## config.mk

```make
export PLATFORM = sky130hd
export DESIGN_NAME = ifetch_unit
export DESIGN_NICKNAME = d
export VERILOG_FILES = /design/src/rtl/ifetch_unit_pkg.sv /design/src/rtl/ifetch_fifo.sv /design/src/rtl/ifetch_unit.sv
export SDC_FILE = /design/constraint.sdc
export NUM_CORES = 1
export LEC_CHECK = 0
export ABC_CLOCK_PERIOD_IN_PS = 2800
export BUFFER_PORTS_ARGS = -buffer_cell sky130_fd_sc_hd__buf_2
export CAP_MARGIN = 20
export CORE_UTILIZATION = 40
export DETAILED_ROUTE_END_ITERATION = 16
export HOLD_SLACK_MARGIN = 0.12
export PLACE_DENSITY = 0.62
export SETUP_SLACK_MARGIN = 0.05
export SYNTH_ARGS = -nofsm -noshare
export SYNTH_HDL_FRONTEND = slang
export SYNTH_SLANG_ARGS = --single-unit
```

## constraint.sdc

```tcl
create_clock -name clk_i -period 2.8 [get_ports clk_i]
set_clock_uncertainty 0.1 [all_clocks]
set_input_delay 0.14 -clock clk_i [delete_from_list [all_inputs] [get_ports clk_i]]
set_output_delay 0.14 -clock clk_i [all_outputs]
set_load 0.005 [all_outputs]
```

## src/rtl/ifetch_unit_pkg.sv

```systemverilog
// Shared core definitions for the instruction fetch stage.
// Holds datapath widths, the decode NOP filler and the FIFO entry layout.
package ifetch_unit_pkg;

  localparam int unsigned XLEN    = 32;
  localparam int unsigned INSTR_W = 32;

  localparam logic [INSTR_W-1:0] NOP              = 32'h0000_0013;
  localparam logic [XLEN-1:0]    RESET_PC_DEFAULT = 32'h0000_0000;

  typedef struct packed {
    logic [XLEN-1:0]    pc;
    logic [INSTR_W-1:0] instr;
  } fetch_entry_t;

  localparam int unsigned ENTRY_W = $bits(fetch_entry_t);

endpackage

```

## src/rtl/ifetch_fifo.sv

```systemverilog
// Instruction buffer: synchronous FIFO with flush and occupancy count.
// Flush has priority over push/pop; pointers wrap naturally (power-of-two depth).
module ifetch_fifo #(
  parameter int unsigned DEPTH = 2,
  parameter int unsigned WIDTH = 64
) (
  input  logic                     clk,
  input  logic                     rst_n,
  input  logic                     push,
  input  logic                     pop,
  input  logic                     flush,
  input  logic [WIDTH-1:0]         wdata,
  output logic [WIDTH-1:0]         rdata,
  output logic [$clog2(DEPTH):0]   count
);

  localparam int unsigned PTR_W = $clog2(DEPTH);
  localparam int unsigned CNT_W = PTR_W + 1;

  logic [WIDTH-1:0] mem [DEPTH];
  logic [PTR_W-1:0] wr_ptr;
  logic [PTR_W-1:0] rd_ptr;

  always_ff @(posedge clk or negedge rst_n) begin
    if (!rst_n) begin
      wr_ptr <= '0;
      rd_ptr <= '0;
      count  <= '0;
      for (int i = 0; i < int'(DEPTH); i++) begin
        mem[i] <= '0;
      end
    end else if (flush) begin
      wr_ptr <= '0;
      rd_ptr <= '0;
      count  <= '0;
    end else begin
      if (push) begin
        mem[wr_ptr] <= wdata;
        wr_ptr      <= wr_ptr + PTR_W'(1);
      end
      if (pop) begin
        rd_ptr <= rd_ptr + PTR_W'(1);
      end
      case ({push, pop})
        2'b10:   count <= count + CNT_W'(1);
        2'b01:   count <= count - CNT_W'(1);
        default: count <= count;
      endcase
    end
  end

  assign rdata = mem[rd_ptr];

  // The issue rule upstream reserves space for every in-flight word.
  a_no_overflow: assert property (@(posedge clk) disable iff (!rst_n)
    !(push && !pop && !flush && (count == CNT_W'(DEPTH))));

  a_no_underflow: assert property (@(posedge clk) disable iff (!rst_n)
    !(pop && !flush && (count == '0)));

endmodule

```

## src/rtl/ifetch_unit.sv

```systemverilog
// Instruction fetch stage: owns the PC, issues SRAM reads, buffers returned
// words and hands them to decode over valid/ready; redirects flush everything.
module ifetch_unit
  import ifetch_unit_pkg::*;
#(
  parameter logic [XLEN-1:0] RESET_PC   = RESET_PC_DEFAULT,
  parameter int unsigned     FIFO_DEPTH = 2
) (
  input  logic               clk_i,
  input  logic               rst_i,
  output logic               mem_req_o,
  output logic               mem_we_o,
  output logic [XLEN-1:0]    mem_addr_o,
  output logic [XLEN-1:0]    mem_wdata_o,
  input  logic [INSTR_W-1:0] mem_rdata_i,
  input  logic               redirect_i,
  input  logic [XLEN-1:0]    redirect_pc_i,
  output logic               instr_valid_o,
  output logic [INSTR_W-1:0] instr_o,
  output logic [XLEN-1:0]    instr_pc_o,
  input  logic               instr_ready_i
);

  localparam int unsigned CNT_W = $clog2(FIFO_DEPTH) + 1;
  localparam int unsigned OCC_W = CNT_W + 1;

  logic [XLEN-1:0]  pc;
  logic [XLEN-1:0]  inflight_pc;
  logic             inflight;
  logic [CNT_W-1:0] count;
  logic [OCC_W-1:0] occupancy;
  logic             pop;
  logic             issue;
  fetch_entry_t     push_entry;
  fetch_entry_t     head;

  assign pop = instr_valid_o & instr_ready_i;

  // Buffered plus in-flight words, crediting this cycle's pop so a full
  // pipeline still sustains one fetch per cycle.
  assign occupancy = OCC_W'(count) + OCC_W'(inflight) - OCC_W'(pop);
  assign issue     = rst_i && !redirect_i && (occupancy < OCC_W'(FIFO_DEPTH));

  assign mem_req_o   = issue;
  assign mem_we_o    = 1'b0;
  assign mem_addr_o  = {2'b00, pc[XLEN-1:2]};
  assign mem_wdata_o = '0;

  always_ff @(posedge clk_i or negedge rst_i) begin
    if (!rst_i) begin
      pc          <= RESET_PC;
      inflight    <= 1'b0;
      inflight_pc <= '0;
    end else if (redirect_i) begin
      pc       <= redirect_pc_i & ~XLEN'(3);
      inflight <= 1'b0;
    end else begin
      inflight <= issue;
      if (issue) begin
        inflight_pc <= pc;
        pc          <= pc + XLEN'(4);
      end
    end
  end

  assign push_entry.pc    = inflight_pc;
  assign push_entry.instr = mem_rdata_i;

  // Flush on redirect also discards the returning word and any same-cycle pop.
  ifetch_fifo #(
    .DEPTH (FIFO_DEPTH),
    .WIDTH (ENTRY_W)
  ) u_fifo (
    .clk   (clk_i),
    .rst_n (rst_i),
    .push  (inflight),
    .pop   (pop),
    .flush (redirect_i),
    .wdata (push_entry),
    .rdata (head),
    .count (count)
  );

  assign instr_valid_o = (count != '0);
  assign instr_o       = head.instr;
  assign instr_pc_o    = head.pc;

endmodule

```

==> impl_metrics.py <==
metrics = {
    "outcome": {
        "outcome": "finished with violations",
        "failed_checks": "negative setup slack",
    },
    "logic_synthesis": {
        "yosysSeqAreaShare_pct": 53.36,
        "ys_top_cells_by_area": "sky130_fd_sc_hd__dfrtp_1 (53%), sky130_fd_sc_hd__mux2_2 (24%), sky130_fd_sc_hd__nand2_1 (5.1%)",
        "synth-warning-count": 0,
        "post_synth_inst_count": 736,
        "synth.top_cells.by_count": "sky130_fd_sc_hd__dfrtp_1 (189), sky130_fd_sc_hd__mux2_2 (186), sky130_fd_sc_hd__nand2_1 (120)",
        "synthDominantAreaCellType": "sky130_fd_sc_hd__dfrtp_1",
        "yosys.area.top_type_share_pct": 53.36,
        "ys_async_sr_fraction_pct": 100.0,
        "synth.distinct_cells": 49,
        "cell_area_after_technology_mapping_sq_um": 8864,
        "average_instance_area_after_synthesis_sq_um": 12.04,
        "ys_dominant_reg_cell": "sky130_fd_sc_hd__dfrtp_1",
        "synth.ff_latch_count": 189,
        "synth.most_common_cell": "sky130_fd_sc_hd__dfrtp_1",
        "synth-edff-count": 0,
    },
    "critical_path": {
        "cp.arrival_ns": 3.20,
        "startpoint_type": "flip-flop",
        "crit_fanout": 5,
        "setup.worst_path.start": "u_fifo.count[1]",
        "setup.worst_path.class": "reg2reg",
        "reg2reg_from": "u_fifo.count[1]",
        "timing.critical_path.required_ns": 3.02,
        "timing.reg2reg.setup_slack_ns": -0.18,
        "setup.worst_path.end_class": "flip-flop",
    },
    "floorplanning": {
        "start_util_pct": 40.74,
        "dieArea_sq_um": 22760,
        "core_sq_um": 21760,
        "num_io_pins": 199,
        "rows": 54,
        "die_width_microns": 150.9,
        "floorplan.die.height_microns": 150.9,
    },
    "cells_and_area": {
        "synthToLayoutAreaGrowth_pct": 33.78,
        "stdcell_area_sq_um": 11860,
        "final_layout_size_suffix_gt1_share_pct": 49.01,
        "antenna-diode-count": 0,
        "final_net_count": 1071,
    },
    "power_and_ir_drop": {
        "power_density_nw_per_um2": 887.9,
        "power.ir.vdd_worst_uv": 375.6,
        "total_leakage_power_nw": 5.641,
        "power_mw": 10.53,
    },
    "sta": {
        "max_freq_mhz": 335.9,
        "setup_violations": 31,
        "shortest_period_the_worst_path_allows_ns": 2.977,
        "final-max-slew-violation-count": 0,
        "rsz0062_at_grt": "yes",
        "worst-slew-pin-transition_ns": 0.9726,
        "layout_worst_path_cycle_share_pct": 106.3,
        "min_setup_slack_post_route_ns": -0.1772,
        "whs_ns": 0.2192,
        "slew-limit-headroom_pct": 34.95,
        "finalHoldViolCount": 0,
    },
    "grt": {
        "global_route.usage.total_pct": 19.41,
        "vias_in_the_first_global_route": 6483,
        "grt_max_degree": 68,
        "antenna_found_initial": 0,
        "grt.overflow.total": 0,
        "wire_length_of_the_first_global_routing_pass_microns": 34040,
    },
    "routing": {
        "via_density": 5.123,
        "dr_total_vias": 6619,
        "detail-route-antenna-nets": 0,
        "routed_wire_length_per_instance_microns": 16.65,
        "routed_wirelength_microns": 21510,
        "firstDrtPassIters": 8,
        "initialDrtViolationCount": 295,
        "drcViolationCount": 0,
    },
    "clocking": {
        "number_of_sinks_on_the_clock_net": 189,
        "tritoncts.num_buffers": 17,
        "reg_clk_slew_reported_paths_ns": 0.07,
        "worst_skew_pair.late_latency_ns": 0.43,
        "tritoncts": "done",
        "cts.root.buffer_cell": "sky130_fd_sc_hd__clkbuf_16",
        "cts_htree_levels": 4,
        "cts_buffer_depth": 2,
    },
    "min_path": {
        "worst_min_path_start": "rst_i",
        "min_path_type": "in2reg",
    },
    "run": {
        "max-cap-violations": 0,
    },
    "placed_design": {
        "routabilityCongestion": 0.8289,
        "postPlaceCellArea_sq_um": 10130,
        "hpwlAfterDp_microns": 13920,
        "numPortBuffers": 159,
    },
}
-- worst max-delay path, stage by stage (launching register included) --
cell	delay (ns)
sky130_fd_sc_hd__dfrtp_2	0.41
sky130_fd_sc_hd__inv_2	0.06
sky130_fd_sc_hd__nand2_2	0.05
sky130_fd_sc_hd__nand2_2	0.06
sky130_fd_sc_hd__inv_2	0.05
sky130_fd_sc_hd__ha_4	0.22
sky130_fd_sc_hd__nand2b_4	0.13
sky130_fd_sc_hd__fa_2	0.52
sky130_fd_sc_hd__nand2_2	0.05
sky130_fd_sc_hd__or3_4	0.38
sky130_fd_sc_hd__clkinv_4	0.08
sky130_fd_sc_hd__buf_6	0.12
sky130_fd_sc_hd__nand4_1	0.17
sky130_fd_sc_hd__buf_4	0.22
sky130_fd_sc_hd__o311ai_2	0.26
-- cells by family (layout without fill, tap and decap cells) --
logic type	Yosys count	in the layout	share of synthesized area [%]
and+or+nand+nor	198	198	10.70
muxes	189	189	23.97
DFF	189	189	53.36
buffers and inverters	87	327	5.632
AOI/OAI and AO/OA	63	63	5.195
xor gates and xnor gates	6	6	0.5929
adders and majority gates	3	3	0.5082
other	1	37	0.04231
-- layer usage --
layer  track usage, %  share of wire [%]
met1            26.83                 46
met3            3.886                5.8
met2            30.50                 47
met4            6.250                1.4
met5                0                  0
-- where the power goes --
part	leakage [nW]	internal, mW	total, mW	switching, mW
clock	0.285	1.43	2.48	1.05
combinational	2.98	2.09	3.47	1.38
sequential	2.38	3.82	4.58	0.761
total	5.64	7.33	10.5	3.20
-- per-stage QoR --
step	instances	setup slack [ns]	utilization, %	TNS (ns)
detailed placement	1175	-0.2477	46.56	-5.799
floorplan	772	-0.2342	-	-2.122
finish	1292	-0.1772	54.50	-1.872
global route	1292	-0.2699	54.50	-5.296
global placement	1175	-0.2331	46.56	-4.866
CTS	1288	-0.1634	53.99	-2.592
-- worst paths after layout --
| path | end | cells past startpoint |
|---|---|---|
| max | pc[23] | 14 |
| min | pc[8] | 5 |
| max reg2reg | pc[23] | 14 |
| min reg2reg | inflight_pc[5] | 2 |
| max in group asynchronous | u_fifo.rd_ptr | 3 |
| min in group asynchronous | inflight_pc[8] | 2 |
-- repair_timing --
item,CTS,global route
setup endpoints to repair,60,56
pin swaps,16,18
hold buffers,67,0
cloned,0,0
gates resized for setup,58,20
buffers inserted,15,4
hold endpoints to repair,287,0
-- layout by cell type, fill, tap and decap left out, drive strengths merged, types with 6 or more instances in the layout --
| cell type | synthesis | routed |
|---|---|---|
| clkbuf | 18 | 19 |
| nor4 | 6 | 6 |
| mux2 | 186 | 186 |
| nand2 | 120 | 120 |
| o21ai | 18 | 18 |
| dfrtp | 189 | 189 |
| conb | 1 | 37 |
| inv | 8 | 10 |
| a221o | 7 | 7 |
| o211ai | 7 | 7 |
| o311ai | 13 | 13 |
| buf | 60 | 219 |
| nor2 | 11 | 11 |
| nand4 | 15 | 15 |
| dlygate4sd3 | 0 | 67 |
| nand3 | 16 | 16 |
-- flip-flops by register name, summed over array words and instances, names as in the netlist --
| register | cells |
|---|---|
| u_fifo.mem | 124 |
| inflight_pc | 30 |
| pc | 30 |
| u_fifo.count | 2 |
| inflight | 1 |
| u_fifo.rd_ptr | 1 |
| u_fifo.wr_ptr | 1 |
-- final cells by class --
type	instances	area [sq um]
repair buffers	287	2118
clock buffers	18	439.2
flip-flops and latches	189	4732
inverters	9	38.79
well taps	280	350.3
clock inverters	13	165.2
fillers	1878	9898
multi-input cells	496	4014
(Power assumes the default switching activity.)
